## src/rtl/rca_pkg.sv

```systemverilog
// rca_pkg: shared defaults, slice-width helper and WIDTH/STAGES legality check for the pipelined RCA.
package rca_pkg;
    localparam int DEF_WIDTH  = 32;
    localparam int DEF_STAGES = 4;
    function automatic int slice_w(input int width, input int stages);
        return width / stages;
    endfunction
endpackage

`define RCA_CHECK_PARAMS(W, S) \
    if ((S) < 1 || ((W) % (S)) != 0) begin : g_bad_params \
        $error("rca_pipe_nbit: WIDTH must be a positive multiple of STAGES"); \
    end

```

## src/rtl/rca_pipe_nbit_if.sv

```systemverilog
// rca_pipe_nbit_if: operand/result streaming bus of the pipelined adder; overflow exists only with RCA_OVF_EN.
interface rca_pipe_nbit_if #(parameter int WIDTH = rca_pkg::DEF_WIDTH) ();
    logic             in_valid;
    logic             in_ready;
    logic [WIDTH-1:0] a;
    logic [WIDTH-1:0] b;
    logic             carry_start;
    logic             out_valid;
    logic             out_ready;
    logic [WIDTH-1:0] sum;
    logic             carry;
`ifdef RCA_OVF_EN
    logic             overflow;
    modport master (output in_valid, a, b, carry_start, out_ready,
                    input  in_ready, out_valid, sum, carry, overflow);
    modport slave  (input  in_valid, a, b, carry_start, out_ready,
                    output in_ready, out_valid, sum, carry, overflow);
`else
    modport master (output in_valid, a, b, carry_start, out_ready,
                    input  in_ready, out_valid, sum, carry);
    modport slave  (input  in_valid, a, b, carry_start, out_ready,
                    output in_ready, out_valid, sum, carry);
`endif
endinterface

```

## src/rtl/rca_slice.sv

```systemverilog
// rca_slice: combinational W-bit ripple-carry adder built from full-adder cells.
module rca_slice #(parameter int W = 8) (
    input  logic [W-1:0] a_i,
    input  logic [W-1:0] b_i,
    input  logic         cin_i,
    output logic [W-1:0] sum_o,
    output logic         cout_o
);
    logic [W:0] c;
    assign c[0] = cin_i;
    for (genvar i = 0; i < W; i++) begin : g_fa
        assign sum_o[i] = a_i[i] ^ b_i[i] ^ c[i];
        assign c[i+1]   = (a_i[i] & b_i[i]) | (c[i] & (a_i[i] ^ b_i[i]));
    end
    assign cout_o = c[W];
endmodule

```

## src/rtl/rca_pipe_nbit.sv

```systemverilog
// rca_pipe_nbit: pipelined WIDTH-bit ripple-carry adder, one slice per stage, full valid/ready backpressure.
// Defining RCA_OVF_EN adds a registered signed-overflow output aligned with sum.
module rca_pipe_nbit
    import rca_pkg::*;
#(
    parameter int WIDTH  = DEF_WIDTH,
    parameter int STAGES = DEF_STAGES
) (
    input logic           clk,
    input logic           rst_n,
    rca_pipe_nbit_if.slave bus
);
    localparam int SW = slice_w(WIDTH, STAGES);
    `RCA_CHECK_PARAMS(WIDTH, STAGES)

    logic stall;
    assign stall        = bus.out_valid & ~bus.out_ready;
    assign bus.in_ready = ~stall;

    // Each stage keeps the finished low sum bits and only the operand bits not yet consumed.
    for (genvar k = 0; k < STAGES; k++) begin : g_st
        localparam int IW = WIDTH - k * SW;
        logic [IW-1:0]         ia, ib;
        logic                  ci, vin, co, vld_q, c_q;
        logic [SW-1:0]         ss;
        logic [(k+1)*SW-1:0]   s_d, s_q;
        if (k == 0) begin : g_first
            assign ia  = bus.a;
            assign ib  = bus.b;
            assign ci  = bus.carry_start;
            assign vin = bus.in_valid;
            assign s_d = ss;
        end else begin : g_next
            assign ia  = g_st[k-1].g_fwd.a_q;
            assign ib  = g_st[k-1].g_fwd.b_q;
            assign ci  = g_st[k-1].c_q;
            assign vin = g_st[k-1].vld_q;
            assign s_d = {ss, g_st[k-1].s_q};
        end
        rca_slice #(.W(SW)) u_slice (
            .a_i   (ia[SW-1:0]),
            .b_i   (ib[SW-1:0]),
            .cin_i (ci),
            .sum_o (ss),
            .cout_o(co)
        );
        always_ff @(posedge clk or negedge rst_n)
            if (!rst_n) begin
                vld_q <= 1'b0;
                c_q   <= 1'b0;
                s_q   <= '0;
            end else if (!stall) begin
                vld_q <= vin;
                c_q   <= co;
                s_q   <= s_d;
            end
        if (k < STAGES - 1) begin : g_fwd
            logic [IW-SW-1:0] a_q, b_q;
            always_ff @(posedge clk or negedge rst_n)
                if (!rst_n) begin
                    a_q <= '0;
                    b_q <= '0;
                end else if (!stall) begin
                    a_q <= ia[IW-1:SW];
                    b_q <= ib[IW-1:SW];
                end
        end
    end

    assign bus.out_valid = g_st[STAGES-1].vld_q;
    assign bus.sum       = g_st[STAGES-1].s_q;
    assign bus.carry     = g_st[STAGES-1].c_q;

`ifdef RCA_OVF_EN
    logic ovf_d, ovf_q;
    // Carry into the MSB is a^b^sum at that bit, so it is recovered here rather than exported by the slice.
    assign ovf_d = g_st[STAGES-1].ia[SW-1] ^ g_st[STAGES-1].ib[SW-1]
                 ^ g_st[STAGES-1].ss[SW-1] ^ g_st[STAGES-1].co;
    always_ff @(posedge clk or negedge rst_n)
        if (!rst_n) ovf_q <= 1'b0;
        else if (!stall) ovf_q <= ovf_d;
    assign bus.overflow = ovf_q;
`endif
endmodule

```

## src/flat_wrapper.sv

```systemverilog
// flat-port wrapper written by rule: the top's interface ports become plain ports
module rca_pipe_nbit_flat import rca_pkg::*;
#(
    parameter int WIDTH  = DEF_WIDTH,
    parameter int STAGES = DEF_STAGES
)
  (clk, rst_n, bus_in_valid, bus_a, bus_b, bus_carry_start, bus_out_ready, bus_in_ready, bus_out_valid, bus_sum, bus_carry);
  rca_pipe_nbit_if #(.WIDTH(WIDTH)) bus_i ();
  input logic clk;
  input logic rst_n;
  input wire logic [$bits(bus_i.in_valid)-1:0] bus_in_valid;
  input wire logic [$bits(bus_i.a)-1:0] bus_a;
  input wire logic [$bits(bus_i.b)-1:0] bus_b;
  input wire logic [$bits(bus_i.carry_start)-1:0] bus_carry_start;
  input wire logic [$bits(bus_i.out_ready)-1:0] bus_out_ready;
  output wire logic [$bits(bus_i.in_ready)-1:0] bus_in_ready;
  output wire logic [$bits(bus_i.out_valid)-1:0] bus_out_valid;
  output wire logic [$bits(bus_i.sum)-1:0] bus_sum;
  output wire logic [$bits(bus_i.carry)-1:0] bus_carry;
  assign bus_i.in_valid = bus_in_valid;
  assign bus_i.a = bus_a;
  assign bus_i.b = bus_b;
  assign bus_i.carry_start = bus_carry_start;
  assign bus_i.out_ready = bus_out_ready;
  assign bus_in_ready = bus_i.in_ready;
  assign bus_out_valid = bus_i.out_valid;
  assign bus_sum = bus_i.sum;
  assign bus_carry = bus_i.carry;
  rca_pipe_nbit #(.WIDTH(WIDTH), .STAGES(STAGES)) u_core (.clk(clk), .rst_n(rst_n), .bus(bus_i));
endmodule
```

## config.mk

```make
export PLATFORM = sky130hd
export DESIGN_NAME = rca_pipe_nbit_flat
export DESIGN_NICKNAME = d
export VERILOG_FILES = /design/src/rtl/rca_pkg.sv /design/src/rtl/rca_pipe_nbit_if.sv /design/src/rtl/rca_slice.sv /design/src/rtl/rca_pipe_nbit.sv /design/src/flat_wrapper.sv
export SDC_FILE = /design/constraint.sdc
export NUM_CORES = 1
export LEC_CHECK = 0
export BUFFER_PORTS_ARGS = -buffer_cell sky130_fd_sc_hd__clkbuf_2
export CAP_MARGIN = 25
export CORE_MARGIN = 2
export CORE_UTILIZATION = 40
export DETAILED_ROUTE_END_ITERATION = 10
export SETUP_SLACK_MARGIN = 0.02
export SKIP_CTS_REPAIR_TIMING = 1
export SLEW_MARGIN = 20
export SYNTH_ARGS = -nofsm -noshare
export SYNTH_HDL_FRONTEND = slang
export SYNTH_SLANG_ARGS = --single-unit
```

## constraint.sdc

```tcl
create_clock -name clk -period 4.5 [get_ports clk]
set_input_delay 0.9 -clock clk [delete_from_list [all_inputs] [get_ports clk]]
set_output_delay 0.9 -clock clk [all_outputs]
set_load 0.01 [all_outputs]
```

==> impl_metrics.json, run 1 <==
{
  "status": "finished clean",
  "clk_pin_slew_ps": 70,
  "hold_violations": 0,
  "design.die.area_sq_mm": 0.0215,
  "cts_buffers": 17,
  "drtIter0Drc": 130,
  "worstHoldPathType": "input pin to async pin",
  "drive_above_1_share_pct": 53.4,
  "cpPeakStageDelay_ps": 470,
  "insertion_delay_ps": 420,
  "tritoncts": "done",
  "powerDensity_mw_per_mm2": 713,
  "synth_top_area_cell": "dfrtp_1",
  "hold-worst-slack_ps": 383,
  "max_freq_mhz": 240,
  "cp.required_ps": 4840,
  "pre_cts_ws_ps": 179,
  "grt_overflow": 0,
  "antenna_found_initial": 0,
  "worst_pin_slew_ps": 742,
  "pin_count": 104,
  "critPathMaxFanout": 2,
  "timing.final.crit_period_ps": 4170,
  "final_common_cell": "dfrtp_1",
  "crit_chain": "fa_1 -> inv_1 -> fa_1 -> inv_1 -> fa_1 -> fa_1 -> fa_1 -> fa_1 -> fa_1 -> inv_1 -> fa_1 -> a21oi_1",
  "postRouteWirelength_microns": 13600,
  "final_cell_mix": "dfrtp_1, mux2_4, clkbuf_2, mux2_2, fa_1",
  "syn_nets": 565,
  "wire_per_inst_microns": 16.0,
  "h-tree-depth": 4,
  "die_width_microns": 147,
  "yosysUniqueCellTypes": 15,
  "fin_tns_setup_ps": 0,
  "power.leakage_nw": 4.49,
  "rsz0062_at_grt": "false",
  "placement.io_buffers": 103,
  "grt_max_degree": 122,
  "clkSinkCount": 184,
  "netlist_area_sq_mm": 0.00814,
  "worstSetupEndpointType": "flip-flop",
  "finalCritPeriodShare_pct": 92.6,
  "syn-instance-count": 464,
  "dr.pass1.iters": 4,
  "clock_skew_ps": 10.2,
  "place_hpwl_microns": 8640,
  "ys.warnings.count": 0,
  "crit_family": "adder cells",
  "place.gp.congestion": 0.703,
  "clock_path_buffers": 2,
  "grt_pass1_wl_microns": 23600,
  "start_util_pct": 40.5,
  "dieHeight_microns": 147,
  "slew_headroom_pct": 50.6,
  "final_nets": 670,
  "ir_worst_vdd_v": 0.000299,
  "layout_setup_ws_ps": 331,
  "worstSetupPathType": "flip-flop to flip-flop",
  "rows": 52,
  "arrival_ps": 4510,
  "drv_slew": 0,
  "grt_pass1_vias": 4443,
  "cts-root-buf": "clkbuf_16",
  "track_usage_pct": 14.0,
  "synth_seq_area_share_pct": 56.6,
  "drv_cap": 0,
  "crit_top_cell": "fa_1",
  "syn_to_final_growth_pct": 15.9,
  "avgViaCountPerCell": 4.58,
  "drc": 0,
  "synth_area_leaders": "dfrtp_1, mux2_4, fa_1",
  "core_sq_mm": 0.0201,
  "vias": 3904,
  "worstSetupStartpointType": "flip-flop",
  "path_buf_inv": 3,
  "syn_area_per_cell_sq_um": 17.5,
  "crit_slowest_cell": "fa_1",
  "diodes": 0,
  "ant_nets": 0,
  "synth.top_cell.area_share_pct": 56.6,
  "ys_ff_latch": 184,
  "setup_viol": 0
}
==> kinds of logic (layout without fill, tap and decap cells) <==
group / Yosys count / in the layout / share of synthesized area (%)
flip-flops: 184 / 184 / 56.6
multiplexers: 171 / 171 / 29.0
buffers and inverters: 51 / 169 / 4.58
adder cells (fa/ha/maj): 32 / 32 / 7.87
AND/OR/NAND/NOR: 14 / 14 / 1.26
AO/OA/AOI/OAI: 12 / 12 / 0.738
==> report_power, final <==
group	leakage, nW	switching [mW]	total, mW	internal (mW)
logic	2.06	0.908	2.37	1.47
registers	2.13	0.443	2.83	2.38
clock network	0.289	0.644	1.53	0.882
total	4.49	1.99	6.72	4.73
==> worst paths after layout <==
kind                                                          from                                      end  slack [ps]  depth (start not counted)
max                        u_core.g_st[1].g_fwd.b_q[0]$_DFFE_PN0N_       u_core.g_st[2].s_q[23]$_DFFE_PN0N_         330                         12
min                                                          rst_n        u_core.g_st[2].s_q[3]$_DFFE_PN0N_         380                          1
max reg2reg                u_core.g_st[1].g_fwd.b_q[0]$_DFFE_PN0N_       u_core.g_st[2].s_q[23]$_DFFE_PN0N_         330                         12
min reg2reg                       u_core.g_st[2].vld_q$_DFFE_PN0N_         u_core.bus.out_valid$_DFFE_PN0N_         480                          1
max in group asynchronous                                    rst_n  u_core.g_st[2].g_fwd.b_q[1]$_DFFE_PN0N_        3020                          3
min in group clk                  u_core.g_st[2].vld_q$_DFFE_PN0N_         u_core.bus.out_valid$_DFFE_PN0N_         480                          1
==> routing by layer <==
layer  GRT usage (%)  share of wire [%]  up-vias
met5               0                  0        -
met4            4.37                1.4        0
met3            3.78                3.6       15
met2            21.4                 47       70
met1            19.6                 48     2045
li1                -                  -     1774
==> through the flow <==
step | instances | util [%] | total power, mW | instance area, sq um
final | 852 | 46.9 | 6.72 | 9430
after global routing | 852 | 46.9 | 7.23 | 9430
after CTS | 851 | 46.8 | 6.85 | 9400
after detailed placement | 819 | 43.8 | 5.25 | 8800
after global placement | 819 | 43.8 | 5.17 | 8800
after floorplan | 464 | - | 4.66 | 8140
==> state kept, by name (all words and copies together), names as in the netlist <==
register               cells
u_core.g_st.g_fwd.b_q     48
u_core.bus.sum            32
u_core.bus.out_valid       1
u_core.g_st.vld_q          3
u_core.g_st.c_q            3
u_core.bus.carry           1
u_core.g_st.s_q           48
u_core.g_st.g_fwd.a_q     48
==> cells in the mapped netlist <==
cell type,number
nor2b_1,1
nand2b_1,1
inv_4,1
clkbuf_1,2
inv_1,28
dfrtp_1,184
mux2_4,115
fa_1,32
mux2_2,56
buf_12,5
buf_4,5
buf_6,9
a21oi_1,12
nor3b_1,12
buf_8,1
==> cell type report <==
| class | count | area (sq um) |
|---|---|---|
| Clock buffer | 19 | 433 |
| Inverter | 29 | 111 |
| Fill cell | 1732 | 10700 |
| Tap cell | 270 | 338 |
| Timing Repair Buffer | 108 | 607 |
| Sequential cell | 184 | 4600 |
| Multi-Input combinational cell | 229 | 3170 |
| Clock inverter | 13 | 168 |
No activity file was read; power rests on OpenSTA's default activity.
==> run 2, diff against run 1 <==
==> constraint.sdc (replaced) <==
create_clock -name clk -period 4.5 [get_ports clk]
set_input_delay 0.9 -clock clk [delete_from_list [all_inputs] [get_ports clk]]
set_output_delay 0.9 -clock clk [all_outputs]
set_load 0.005 [all_outputs]
==> impl_metrics.json, run 2 (same netlist as run 1, synthesis figures left out) <==
{
  "status": "finished clean",
  "crit_slowest_cell": "fa_1",
  "worst_pin_slew_ps": 887,
  "design.die.area_sq_mm": 0.0215,
  "r2r_cells": 12,
  "grt_pass1_vias": 4399,
  "pin_count": 104,
  "worstSetupEndpointType": "flip-flop",
  "crit_family": "adder cells",
  "ir_worst_vdd_v": 0.000291,
  "reg2reg_to": "u_core.g_st[2].s_q[23]$_DFFE_PN0N_",
  "crit_start": "u_core.g_st[1].g_fwd.b_q[0]$_DFFE_PN0N_",
  "hold_end": "u_core.bus.out_valid$_DFFE_PN0N_",
  "max_freq_mhz": 242,
  "min_path_cells": 1,
  "final_nets": 672,
  "timing.final.crit_period_ps": 4130,
  "core_sq_mm": 0.0201,
  "cts_buffers": 17,
  "crit_chain": "fa_1 -> inv_1 -> fa_1 -> inv_1 -> fa_1 -> fa_1 -> fa_1 -> fa_1 -> fa_1 -> inv_1 -> fa_1 -> a21oi_1",
  "cpPeakStageDelay_ps": 470,
  "place_hpwl_microns": 8930,
  "diodes": 0,
  "place.gp.congestion": 0.707,
  "die_width_microns": 147,
  "finalCritPeriodShare_pct": 91.7,
  "placement.io_buffers": 103,
  "insertion_delay_ps": 420,
  "worstSetupStartpointType": "flip-flop",
  "clkSinkCount": 184,
  "hold_violations": 0,
  "crit_top_cell": "fa_1",
  "fin_tns_setup_ps": 0,
  "grt_max_degree": 114,
  "tritoncts": "done",
  "rows": 52,
  "grt_pass1_wl_microns": 23700,
  "final_cell_mix": "dfrtp_1, mux2_4, clkbuf_2, mux2_2, fa_1",
  "clock_skew_ps": 7.78,
  "r2r_slack_ps": 370,
  "postRouteWirelength_microns": 13600,
  "min_from": "u_core.g_st[2].vld_q$_DFFE_PN0N_",
  "vias": 3933,
  "dieHeight_microns": 147,
  "clk_pin_slew_ps": 70,
  "clock_path_buffers": 2,
  "cp.required_ps": 4840,
  "drive_above_1_share_pct": 53.9,
  "setup_viol": 0,
  "drv_slew": 0,
  "drtIter0Drc": 150,
  "ant_nets": 0,
  "grt_overflow": 0,
  "syn_to_final_growth_pct": 15.3,
  "drv_cap": 0,
  "start_util_pct": 40.5,
  "critPathMaxFanout": 2,
  "worstSetupPathType": "flip-flop to flip-flop",
  "path_buf_inv": 3,
  "dr.pass1.iters": 4,
  "worstHoldPathType": "flip-flop to flip-flop",
  "total_power_mw": 6.58,
  "wire_per_inst_microns": 16.0,
  "antenna_found_initial": 0,
  "rsz0062_at_grt": "false",
  "hold-worst-slack_ps": 483,
  "powerDensity_mw_per_mm2": 702,
  "final_common_cell": "dfrtp_1",
  "track_usage_pct": 14.0,
  "arrival_ps": 4470,
  "avgViaCountPerCell": 4.61,
  "power.leakage_nw": 4.48,
  "h-tree-depth": 4,
  "cts-root-buf": "clkbuf_16",
  "largest_registers": "u_core.g_st.g_fwd.a_q: 48 flops, u_core.g_st.g_fwd.b_q: 48 flops, u_core.g_st.s_q: 48 flops",
  "drc": 0,
  "rr_startpoint": "u_core.g_st[1].g_fwd.b_q[0]$_DFFE_PN0N_",
  "slew_headroom_pct": 40.8
}
-- run 2: cell count changes in the layout (fill, tap and decap cells not counted), moves of 2 or more --
| cell | change |
|---|---|
| clkinv_2 | +2 |
| clkbuf_1 | -2 |
| bufinv_16 | -2 |
| buf_4 | +4 |
| clkbuf_8 | +2 |
-- run 2: how the worst max path moves through the flow --
stage / to / slack (ps) / depth (start not counted)
after CTS: u_core.g_st[2].s_q[23]$_DFFE_PN0N_ / 310 / 12
after global routing: u_core.g_st[1].s_q[15]$_DFFE_PN0N_ / 180 / 12
final: u_core.g_st[2].s_q[23]$_DFFE_PN0N_ / 370 / 12
after detailed placement: u_core.g_st[0].s_q[7]$_DFFE_PN0N_ / 130 / 13
after floorplan: u_core.g_st[0].s_q[7]$_DFFE_PN0N_ / 430 / 12
after global placement: u_core.g_st[0].s_q[7]$_DFFE_PN0N_ / 260 / 13
-- run 2: cell type report --
class,count,area (sq um)
repair buffers,110,589
clock inverters,13,119
flip-flops and latches,184,4600
inverters,29,111
well taps,270,338
fillers,1759,10700
clock buffers,19,453
multi-input cells,229,3170
-- run 2: worst register-to-register path, cell delays in order (launching register included) --
cell and delay (ps):
dfrtp_1 410, fa_1 420, inv_1 90, fa_1 170, inv_1 60, fa_1 460, fa_1 470, fa_1 460
fa_1 460, fa_1 430, inv_1 100, fa_1 400, a21oi_1 140
-- run 2: through the flow --
step | setup WS, ps | instances | util (%) | area, sq um
4_1_cts | 313 | 854 | 46.7 | 9380
6_report | 374 | 854 | 46.7 | 9380
2_1_floorplan | 434 | 464 | - | 8140
5_1_grt | 180 | 854 | 46.7 | 9380
3_3_place_gp | 256 | 822 | 43.8 | 8810
3_5_place_dp | 129 | 822 | 43.8 | 8810
-- run 2: metal layers --
metal,track usage [%],routed length (microns)
met3,3.84,472
met4,3.79,126
met5,0,0
met1,19.6,6530
met2,21.8,6510
-- run 2: where the power goes --
group          switching (mW)  total, mW  internal (mW)
registers               0.430       2.81           2.38
logic                   0.855       2.32           1.46
clock network           0.655       1.45          0.799
